## src/rtl/rob_pkg.sv

```systemverilog
// ---------------------------------------------------------------------------
// rob_pkg
// Shared definitions for the read-response path: the R beat record that the
// arbiter hands to outgoing_response_buffer, the arbiter state encoding, the
// AXI burst-length limit and a small modular-add helper used for round-robin
// index arithmetic.
// No ports (package).
// ---------------------------------------------------------------------------
package rob_pkg;

    // AXI4 INCR bursts carry at most 256 beats.
    localparam int AXI_MAX_BEATS = 256;

    // Default field widths of one R beat as seen by the response buffer.
    localparam int BEAT_ID_WIDTH   = 4;
    localparam int BEAT_DATA_WIDTH = 64;
    localparam int BEAT_RESP_WIDTH = 2;

    typedef struct packed {
        logic [BEAT_ID_WIDTH-1:0]   id;
        logic [BEAT_DATA_WIDTH-1:0] data;
        logic [BEAT_RESP_WIDTH-1:0] resp;
        logic                       last;
    } r_beat_t;

    typedef enum logic [0:0] {
        IDLE  = 1'b0,
        BURST = 1'b1
    } arb_state_e;

    // (a + b) mod n, valid when both a and b are already below n.
    function automatic int wrap_add(input int a, input int b, input int n);
        int s;
        s = a + b;
        if (s >= n) begin
            s = s - n;
        end
        return s;
    endfunction

endpackage

```

## src/rtl/r_if.sv

```systemverilog
// ---------------------------------------------------------------------------
// r_if
// One AXI R channel (valid/ready handshake plus id, data, resp, last).
// Modports:
//   sender   - drives valid and payload, observes ready
//   receiver - observes valid and payload, drives ready
// ---------------------------------------------------------------------------
interface r_if #(
    parameter int ID_WIDTH   = 4,
    parameter int DATA_WIDTH = 64,
    parameter int RESP_WIDTH = 2
);
    logic                  valid;
    logic                  ready;
    logic [ID_WIDTH-1:0]   id;
    logic [DATA_WIDTH-1:0] data;
    logic [RESP_WIDTH-1:0] resp;
    logic                  last;

    modport sender   (output valid, id, data, resp, last, input  ready);
    modport receiver (input  valid, id, data, resp, last, output ready);
endinterface

```

## src/rtl/rr_pick.sv

```systemverilog
// ---------------------------------------------------------------------------
// rr_pick
// Combinational round-robin picker: rotates the request vector so that
// position 'ptr' becomes bit 0, takes the lowest set bit, then rotates the
// winning position back into source numbering.
// Ports:
//   req      in   NUM_SRC          request per source
//   ptr      in   $clog2(NUM_SRC)  highest-priority source
//   gnt_idx  out  $clog2(NUM_SRC)  winning source (0 when gnt_any=0)
//   gnt_any  out  1                at least one request present
// ---------------------------------------------------------------------------
module rr_pick
    import rob_pkg::*;
#(
    parameter int NUM_SRC = 4,
    localparam int PW     = $clog2(NUM_SRC)
) (
    input  logic [NUM_SRC-1:0] req,
    input  logic [PW-1:0]      ptr,
    output logic [PW-1:0]      gnt_idx,
    output logic               gnt_any
);

    logic [NUM_SRC-1:0] rot;
    logic [PW-1:0]      enc;
    logic [PW-1:0]      src_pos;
    logic               found;

    // Rotate so that rot[k] is the request of source (ptr + k) mod NUM_SRC;
    // the first set bit of rot is then the round-robin winner.
    always_comb begin
        rot     = '0;
        src_pos = '0;
        for (int i = 0; i < NUM_SRC; i++) begin
            src_pos = PW'(wrap_add(i, int'(ptr), NUM_SRC));
            rot[i]  = req[src_pos];
        end
    end

    // Lowest-index priority encode of the rotated vector, then undo the
    // rotation to recover the real source number.
    always_comb begin
        enc   = '0;
        found = 1'b0;
        for (int i = 0; i < NUM_SRC; i++) begin
            if (rot[i] & ~found) begin
                enc   = PW'(i);
                found = 1'b1;
            end
        end
        gnt_any = found;
        gnt_idx = found ? PW'(wrap_add(int'(enc), int'(ptr), NUM_SRC)) : '0;
    end

endmodule

```

## src/rtl/r_response_arbiter.sv

```systemverilog
// ---------------------------------------------------------------------------
// r_response_arbiter
// Merges the R-beat streams of NUM_SRC response sources into the single R
// path feeding outgoing_response_buffer. Arbitration is round-robin, and a
// grant is held from the first beat of a burst through its last beat so that
// bursts never interleave. Beats pass through with zero latency. A per-burst
// beat counter raises len_err when a burst runs past MAX_BEATS beats.
// Ports:
//   clk        in   1                    rising-edge clock
//   rst        in   1                    synchronous active-high reset
//   src_valid  in   NUM_SRC              per-source R valid
//   src_ready  out  NUM_SRC              per-source R ready
//   src_id     in   NUM_SRC*ID_WIDTH     packed ids, source i in slice i
//   src_data   in   NUM_SRC*DATA_WIDTH   packed data
//   src_resp   in   NUM_SRC*RESP_WIDTH   packed resp
//   src_last   in   NUM_SRC              per-source last
//   r_out      r_if.sender               merged R stream
//   grant      out  NUM_SRC              one-hot driving source, 0 if none
//   busy       out  1                    burst lock held
//   len_err    out  1                    one-cycle pulse on over-long burst
// ---------------------------------------------------------------------------
module r_response_arbiter
    import rob_pkg::*;
#(
    parameter int NUM_SRC    = 4,
    parameter int ID_WIDTH   = 4,
    parameter int DATA_WIDTH = 64,
    parameter int RESP_WIDTH = 2,
    parameter int MAX_BEATS  = AXI_MAX_BEATS
) (
    input  logic                           clk,
    input  logic                           rst,
    input  logic [NUM_SRC-1:0]             src_valid,
    output logic [NUM_SRC-1:0]             src_ready,
    input  logic [NUM_SRC*ID_WIDTH-1:0]    src_id,
    input  logic [NUM_SRC*DATA_WIDTH-1:0]  src_data,
    input  logic [NUM_SRC*RESP_WIDTH-1:0]  src_resp,
    input  logic [NUM_SRC-1:0]             src_last,
    r_if.sender                            r_out,
    output logic [NUM_SRC-1:0]             grant,
    output logic                           busy,
    output logic                           len_err
);

    localparam int PW = $clog2(NUM_SRC);
    localparam int CW = $clog2(MAX_BEATS + 1);
    localparam logic [CW-1:0] CNT_MAX  = CW'(MAX_BEATS);
    localparam logic [CW-1:0] CNT_WARN = CW'(MAX_BEATS - 1);

    arb_state_e      state;
    logic [PW-1:0]   rr_ptr;
    logic [PW-1:0]   lock_idx;
    logic [CW-1:0]   beat_cnt;

    logic [PW-1:0]   pick_idx;
    logic            pick_any;
    logic [PW-1:0]   sel_idx;
    logic            have_sel;
    logic [PW-1:0]   next_ptr;

    logic                  out_valid;
    logic [ID_WIDTH-1:0]   out_id;
    logic [DATA_WIDTH-1:0] out_data;
    logic [RESP_WIDTH-1:0] out_resp;
    logic                  out_last;
    logic                  fire;

    rr_pick #(
        .NUM_SRC (NUM_SRC)
    ) u_pick (
        .req     (src_valid),
        .ptr     (rr_ptr),
        .gnt_idx (pick_idx),
        .gnt_any (pick_any)
    );

    // While locked only the owner of the burst is eligible, and it stays
    // granted even across cycles where it has nothing valid to offer.
    always_comb begin
        sel_idx  = (state == BURST) ? lock_idx : pick_idx;
        have_sel = (state == BURST) | pick_any;
        next_ptr = PW'(wrap_add(int'(sel_idx), 1, NUM_SRC));
    end

    // Output mux built as an AND-OR over the one-hot grant, which also
    // forces the payload to zero whenever nobody is selected.
    always_comb begin
        grant     = '0;
        out_valid = 1'b0;
        out_id    = '0;
        out_data  = '0;
        out_resp  = '0;
        out_last  = 1'b0;
        for (int i = 0; i < NUM_SRC; i++) begin
            grant[i]  = have_sel & (sel_idx == PW'(i));
            out_valid = out_valid | (grant[i] & src_valid[i]);
            out_id    = out_id   | (src_id[i*ID_WIDTH +: ID_WIDTH]       & {ID_WIDTH{grant[i]}});
            out_data  = out_data | (src_data[i*DATA_WIDTH +: DATA_WIDTH] & {DATA_WIDTH{grant[i]}});
            out_resp  = out_resp | (src_resp[i*RESP_WIDTH +: RESP_WIDTH] & {RESP_WIDTH{grant[i]}});
            out_last  = out_last | (src_last[i] & grant[i]);
        end
    end

    assign r_out.valid = out_valid;
    assign r_out.id    = out_id;
    assign r_out.data  = out_data;
    assign r_out.resp  = out_resp;
    assign r_out.last  = out_last;

    assign src_ready = grant & {NUM_SRC{r_out.ready}};
    assign fire      = out_valid & r_out.ready;

    // Burst-lock FSM. The round-robin pointer only moves when a burst
    // completes, so a source that was offered but not accepted keeps its
    // turn. The beat counter saturates rather than wrapping so an over-long
    // burst reports len_err once and the lock still waits for last.
    always_ff @(posedge clk) begin
        if (rst) begin
            state    <= IDLE;
            rr_ptr   <= '0;
            lock_idx <= '0;
            beat_cnt <= '0;
            busy     <= 1'b0;
            len_err  <= 1'b0;
        end else begin
            len_err <= 1'b0;
            case (state)
                IDLE: begin
                    if (fire) begin
                        if (out_last) begin
                            rr_ptr <= next_ptr;
                        end else begin
                            state    <= BURST;
                            busy     <= 1'b1;
                            lock_idx <= sel_idx;
                            beat_cnt <= CW'(1);
                        end
                    end
                end
                BURST: begin
                    if (fire) begin
                        if (out_last) begin
                            state    <= IDLE;
                            busy     <= 1'b0;
                            rr_ptr   <= next_ptr;
                            beat_cnt <= '0;
                        end else begin
                            if (beat_cnt == CNT_WARN) begin
                                len_err <= 1'b1;
                            end
                            if (beat_cnt != CNT_MAX) begin
                                beat_cnt <= beat_cnt + CW'(1);
                            end
                        end
                    end
                end
                default: begin
                    state <= IDLE;
                    busy  <= 1'b0;
                end
            endcase
        end
    end

endmodule

```

## src/flat_wrapper.sv

```systemverilog
// flat-port wrapper written by rule: the top's interface ports become plain ports
module r_response_arbiter_flat import rob_pkg::*;
#(
    parameter int NUM_SRC    = 4,
    parameter int ID_WIDTH   = 4,
    parameter int DATA_WIDTH = 64,
    parameter int RESP_WIDTH = 2,
    parameter int MAX_BEATS  = AXI_MAX_BEATS
)
  (clk, rst, src_valid, src_ready, src_id, src_data, src_resp, src_last, grant, busy, len_err, r_out_valid, r_out_id, r_out_data, r_out_resp, r_out_last, r_out_ready);
  r_if #(.ID_WIDTH(ID_WIDTH), .DATA_WIDTH(DATA_WIDTH), .RESP_WIDTH(RESP_WIDTH)) r_out_i ();
  input  logic clk;
  input  logic rst;
  input  logic [NUM_SRC-1:0] src_valid;
  output logic [NUM_SRC-1:0] src_ready;
  input  logic [NUM_SRC*ID_WIDTH-1:0] src_id;
  input  logic [NUM_SRC*DATA_WIDTH-1:0] src_data;
  input  logic [NUM_SRC*RESP_WIDTH-1:0] src_resp;
  input  logic [NUM_SRC-1:0] src_last;
  output logic [NUM_SRC-1:0] grant;
  output logic busy;
  output logic len_err;
  output wire logic [$bits(r_out_i.valid)-1:0] r_out_valid;
  output wire logic [$bits(r_out_i.id)-1:0] r_out_id;
  output wire logic [$bits(r_out_i.data)-1:0] r_out_data;
  output wire logic [$bits(r_out_i.resp)-1:0] r_out_resp;
  output wire logic [$bits(r_out_i.last)-1:0] r_out_last;
  input wire logic [$bits(r_out_i.ready)-1:0] r_out_ready;
  assign r_out_valid = r_out_i.valid;
  assign r_out_id = r_out_i.id;
  assign r_out_data = r_out_i.data;
  assign r_out_resp = r_out_i.resp;
  assign r_out_last = r_out_i.last;
  assign r_out_i.ready = r_out_ready;
  r_response_arbiter #(.NUM_SRC(NUM_SRC), .ID_WIDTH(ID_WIDTH), .DATA_WIDTH(DATA_WIDTH), .RESP_WIDTH(RESP_WIDTH), .MAX_BEATS(MAX_BEATS)) u_core (.clk(clk), .rst(rst), .src_valid(src_valid), .src_ready(src_ready), .src_id(src_id), .src_data(src_data), .src_resp(src_resp), .src_last(src_last), .r_out(r_out_i), .grant(grant), .busy(busy), .len_err(len_err));
endmodule
```

## config.mk

```make
export PLATFORM = sky130hd
export DESIGN_NAME = r_response_arbiter_flat
export DESIGN_NICKNAME = d
export VERILOG_FILES = /design/src/rtl/rob_pkg.sv /design/src/rtl/r_if.sv /design/src/rtl/rr_pick.sv /design/src/rtl/r_response_arbiter.sv /design/src/flat_wrapper.sv
export SDC_FILE = /design/constraint.sdc
export NUM_CORES = 1
export LEC_CHECK = 0
export BUFFER_PORTS_ARGS = -buffer_cell sky130_fd_sc_hd__buf_2
export CORE_AREA = 2 2 145 147
export DETAILED_ROUTE_END_ITERATION = 16
export DIE_AREA = 0 0 147 149
export HOLD_SLACK_MARGIN = 0.1
export SYNTH_ARGS = -nofsm -noshare
export SYNTH_HDL_FRONTEND = slang
export SYNTH_SLANG_ARGS = --single-unit
```

## constraint.sdc

```tcl
create_clock -name clk -period 8.8 [get_ports clk]
set_input_delay 0.44 -clock clk [delete_from_list [all_inputs] [get_ports clk]]
set_output_delay 0.44 -clock clk [all_outputs]
set_load 0.005 [all_outputs]
```

# Word-level counts from Yosys, hierarchy flattened
# Cells that the tools add are included.
# word_totals
regBits	16
out_inout_bits	82
elab_cells	136
# op_classes
addsub	12
order_cmp	10
eq_ne	10
n_mux	41
bitwise_logic	51
reduce_logical	6
# op_table
cell	n
$and A64 B64 Y64	4
$or A64 B64 Y64	3
$mux W9	5
$mux W2	12
$and A4 B4 Y4	5
$pmux W9 S2	1
$mux W1	17
$and A1 B1 Y1	16
$ge A3 B3 Y1 const B	5
$lt A2 B3 Y1 const B	4
$or A4 B4 Y4	3
$sub A2 B1 Y2 const B	6
$add A9 B1 Y9 const B	1
$eq A9 B8 Y1 const B	1
$ne A9 B9 Y1 const B	1
$and A2 B2 Y2	4
$bmux W1 S2	4
$reduce_and A4 Y1	2
$or A1 B1 Y1	7
$add A2 B2 Y3 const A	2
$ne A2 B2 Y1 const B	3
$not A1 Y1	6
$or A2 B2 Y2	3
$eq A2 B2 Y1 const B	2
12 further kinds	13

# Depth between registers and ports, before layout
# depth
ltp_word	28
depth_mapped	19

# Hierarchy
# From an unflattened synthesis, not the netlist that was laid out.
# hier_totals
hier_cells	395
area_unflattened_um2	2841.5
# modules_own_cells
module	instances	cells_each	area_each_um2
r_response_arbiter	1	366	2622.5
rr_pick	1	29	219.0

# Worst setup path after synthesis
# Ideal clock, no wire load.
# synth_timing
path_type	in2reg
startpoint	in src_valid[0]
endpoint	reg u_core.beat_cnt[7]
setup_ns	0.070
t_arrival_ns	3.647
setup_slack_ns	5.083
path_stages	16
n_path_buf	3
cell_sequence	buf_6 or4_1 o2111ai_1 ha_1 a21oi_1 a221o_1 and2_1 ha_1 o21a_1 buf_2 a22o_4 a22oi_4 nand4_1 buf_2 or4_1 a21oi_1
# synth_between
elab_chain_len	26
# synth_lines
element	line_no	source
start, declared	flat_wrapper.sv:14	input logic [NUM_SRC-1:0] src_valid;
$bmux W1 S2	rr_pick.sv:36	rot[i] = req[src_pos];
$mux W1 (not written as such)	rr_pick.sv:36	
$mux W1	rr_pick.sv:46	if (rot[i] & ~found) begin
$not A1 Y1	rr_pick.sv:46	
$and A1 B1 Y1	rr_pick.sv:46	
$mux W1	rr_pick.sv:46	
$not A1 Y1	rr_pick.sv:46	
$and A1 B1 Y1	rr_pick.sv:46	
[... 9 more ...]	--	
named net u_core.sel_idx[1]	r_response_arbiter.sv:57	logic [PW-1:0] sel_idx;
$eq A2 B1 Y1 / $logic_not A2 Y1 (equally long branches)	r_response_arbiter.sv:95	grant[i] = have_sel & (sel_idx == PW'(i));
$and A1 B1 Y1	r_response_arbiter.sv:95	
$and A1 B1 Y1 (on tied branches)	r_response_arbiter.sv:96, r_response_arbiter.sv:100	
$or A1 B1 Y1 (on tied branches) (3 in series)	r_response_arbiter.sv:96, r_response_arbiter.sv:100	
$and A1 B1 Y1 / $mux W9 (equally long branches)	r_response_arbiter.sv:111, r_response_arbiter.sv:142	
$ne A2 B2 Y1 (no line) (tied with other cells)	--	
$reduce_and A4 Y1 (no line) / $pmux W9 S2 (equally long branches)	--	
end signal, assigned	r_response_arbiter.sv:152	beat_cnt <= beat_cnt + CW'(1);
end, declared	r_response_arbiter.sv:53	logic [CW-1:0] beat_cnt;
# Mark *: on every way through the listed nets, which the timed path passes. The rest lies on a longest branch. The select of a mux whose other input is x is not followed.
# A chain may end at the register's enable or synchronous reset.

# Final worst setup path
# layout_timing
startpoint	reg u_core.rr_ptr[0]
endpoint	out r_out_last
# layout_between
elab_chain_len	25
# layout_lines
element	line_no	source
start, declared	r_response_arbiter.sv:51	logic [PW-1:0] rr_ptr;
start signal, assigned	r_response_arbiter.sv:131	rr_ptr <= next_ptr;
start signal, assigned	r_response_arbiter.sv:145	rr_ptr <= next_ptr;
parallel branches: the longest is 17 deep, another holds $add A1 B2 Y3	--	
$mux W2 (*)	rr_pick.sv:52	gnt_idx = found ? PW'(wrap_add(int'(enc), int'(ptr), NUM_SRC)) : '0;
$mux W2 (*)	r_response_arbiter.sv:80	sel_idx = (state == BURST) ? lock_idx : pick_idx;
named net u_core.sel_idx[1]	r_response_arbiter.sv:57	
$eq A2 B1 Y1 / $logic_not A2 Y1 (equally long branches)	r_response_arbiter.sv:95	
$and A1 B1 Y1	r_response_arbiter.sv:95	
$and A1 B1 Y1	r_response_arbiter.sv:100	out_last = out_last | (src_last[i] & grant[i]);
$or A1 B1 Y1 (2 in series)	r_response_arbiter.sv:100	
$or A1 B1 Y1 (*)	r_response_arbiter.sv:100	
end, declared	flat_wrapper.sv:27	output wire logic [$bits(r_out_i.last)-1:0] r_out_last;
# Mark *: on every way through the listed nets, which the timed path passes. The select of a mux whose other input is x is not followed.

==> out/metrics.cfg <==
[placed_design]
dp_hpwl_microns=15870
portBuffers=372
preCtsSetupSlack_ns=4.111
routabilityCongestion=0.8529

[synth]
synth.distinct_cells=53
synth_ff_type=dfxtp_1
synth_edf_count=0
synth_area_leaders=a222oi_1 (27%), nand2_1 (22%), dfxtp_1 (12%), clkbuf_1 (4.4%), ha_1 (2.8%)
synth_cells=406
synth.avg_cell_area_sq_um=6.509
ys_seq_elements=16
syn_area_sq_um=2643
synth-warning-count=0
synth_top_area_share_pct=26.89
async_reset_ff_share_pct=0
synth_top_area_cell=a222oi_1
syn-num-nets=703
yosysSeqAreaShare_pct=12.12

[setup_path]
start_kind=flop
max_stage_delay_ns=0.57
slowest_stage=o21a_2
arrival_ns=4.30
crit_chain=or4_1 -> o2111ai_1 -> ha_1 -> a21oi_1 -> a221o_1 -> and2_1 -> inv_1 -> ha_1 -> o21a_2 -> buf_4 -> a22o_4 -> a21o_1 -> nor2_1 -> inv_1 -> buf_2
cp.required_ns=8.36
cp_max_fo=43
critPathKind=flop to output port
endpoint_kind=output port

[route]
first_pass_iters=9
drc=0
routed_wl_microns=19120
wl_per_cell_microns=18.54
vias_per_cell=4.787
detail-route-antenna-nets=0
num_vias=4935
drt-initial-drc-count=476

[clocking]
h-tree-depth=1
cts_hold_buf=0
cts.repair.resized=0
clk_pin_slew_ns=0.05
ctsRootBufferMaster=clkbuf_16
cts.sinks=16
cts_setup_buffers=0
cts_tree=done
cts-buffers-inserted=3
clockBufferDepth=2
clock_latency_ns=0.25

[sta]
fin_crit_sh_pct=53.85
slew_headroom_pct=44.40
tns_ns=0
worst_slew_pin_slew_ns=0.8340
rsz0062_at_grt=no
max_freq_mhz=211.0
finalCriticalPeriod_ns=4.739
finalMaxSlewViolations=0
finClkSkew_ns=0.003381
fin_ws_ns=4.061
setup_viol_count_final=0
hold_slack_ns=0.4945
hold_viol=0

[die]
io_pins=373
start_util_pct=12.85
fp.dieArea_sq_um=21900
fp-row-count=53
die_w_microns=147
die_y_microns=149
core_sq_um=20560

[global_routing]
grt_usage_pct=15.43
grt_pass1_vias=4127
grt_max_degree=73
grt_pass1_wl_microns=25590
overflow=0
antenna_found_initial=22

[finish]
fillers=2331
final_nets=1046
syn_to_final_growth_pct=82.53
drive_above_1_share_pct=52.48

[power]
p_leak_uw=0.002513
ir_drop_uv=217.9
powerDensity_nw_per_um2=441.6

[flow_run]
cap_violations=0

[worst_hold_path]
min_path_type=flop to flop

[outcome]
run_status=finished clean

[routing by layer]
layer	up-vias	routed length, microns	part of all wire (%)	GRT usage, %
li1	2308	-	-	-
met1	2276	7833	41	20.07
met2	293	8057	42	22.09
met3	36	2876	15	9.541
met4	22	212	1.1	2.212
met5	-	136	0.71	0
[cell usage in the layout (no fill, tap or decap), drive strengths merged, types with 2 or more instances in the layout]
cell type | synthesis | routed
nor2 | 9 | 9
diode | 0 | 9
clkbuf | 32 | 3
a31oi | 2 | 2
o21a | 5 | 5
and3 | 2 | 2
o31ai | 4 | 4
ha | 6 | 6
o21bai | 3 | 3
o21ai | 3 | 3
a21oi | 13 | 13
nor4 | 4 | 4
or4 | 5 | 5
a32oi | 2 | 2
buf | 6 | 376
nor3 | 7 | 7
and2 | 5 | 5
nand3 | 9 | 9
o41ai | 2 | 2
nand2 | 152 | 152
a221oi | 2 | 2
inv | 15 | 15
a222oi | 71 | 71
a211oi | 3 | 3
nand4 | 3 | 3
dfxtp | 16 | 16
nand2b | 2 | 2
nor2b | 3 | 3
[final cells by class]
class                           count  area [sq um]  area share [%]
Tap cell                          275         344.1           7.134
Timing Repair Buffer              376          1892           39.22
Antenna cell                        9         22.52          0.4669
Inverter                           15         56.30           1.167
Clock buffer                        3         75.07           1.556
Multi-Input combinational cell    337          2113           43.81
Sequential cell                    16         320.3           6.641
[synth_stat cells, types with 3 or more instances]
library cell  number
a211oi_1           3
o21ai_0            3
nand3_1            9
nand2_1          152
o31ai_1            4
dfxtp_1           16
o21bai_1           3
ha_1               6
or4_1              4
a222oi_1          71
nor2_1             9
nor2b_1            3
and2_1             5
a21oi_1           13
nor3_1             7
nand4_1            3
o21a_1             5
nor4_1             3
inv_1             15
clkbuf_1          31
[power by group]
part	leakage [uW]	internal, uW	switching (uW)
clock	0.0000370	59.8	29.9
sequential	0.000130	85.5	23.0
combinational	0.00235	798	1130
[flip-flops by register name, indices dropped and copies added (netlist names), named ones only]
signal	flops
u_core.busy	1
u_core.rr_ptr	2
u_core.beat_cnt	9
u_core.lock_idx	2
u_core.len_err	1
[path summary, 6_finish.rpt]
path / from / end / slack (ns) / cells after the start
hold / removal: u_core.beat_cnt[7]$_SDFFE_PP0P_ / u_core.beat_cnt[7]$_SDFFE_PP0P_ / 0.49 / 2
hold reg to reg: u_core.beat_cnt[7]$_SDFFE_PP0P_ / u_core.beat_cnt[7]$_SDFFE_PP0P_ / 0.49 / 2
setup reg to reg: u_core.rr_ptr[0]$_SDFFE_PP0P_ / u_core.beat_cnt[7]$_SDFFE_PP0P_ / 4.30 / 15
setup / recovery: u_core.rr_ptr[0]$_SDFFE_PP0P_ / r_out_last / 4.06 / 15
[kinds of logic (layout without fill, tap and decap cells)]
kind of cell / after synthesis / after routing / share of synthesized area [%]
other cells: 0 / 9 / 0
mux: 2 / 2 / 0.8049
compound gates: 124 / 124 / 42.42
buf+inv: 53 / 394 / 8.380
flops: 16 / 16 / 12.12
simple gates: 205 / 205 / 33.43
fa+ha+maj: 6 / 6 / 2.841
[critical path: cells and delay by family, from the launching register on]
family | cells | cell delay, ns
fa+ha+maj | 2 | 0.39
compound gates | 6 | 1.53
flops | 1 | 0.41
simple gates | 3 | 0.87
buf+inv | 4 | 0.84
[metrics by stage]
step,total power (uW),area (sq um),instances,utilization (%)
global placement,2031,4726,1019,22.99
detailed placement,2048,4726,1019,22.99
CTS,2143,4801,1022,23.35
finish,2130,4823,1031,23.46
global route,2328,4806,1024,23.38
floorplan,1228,2643,406,-
No activity file was read; power rests on OpenSTA's default activity.
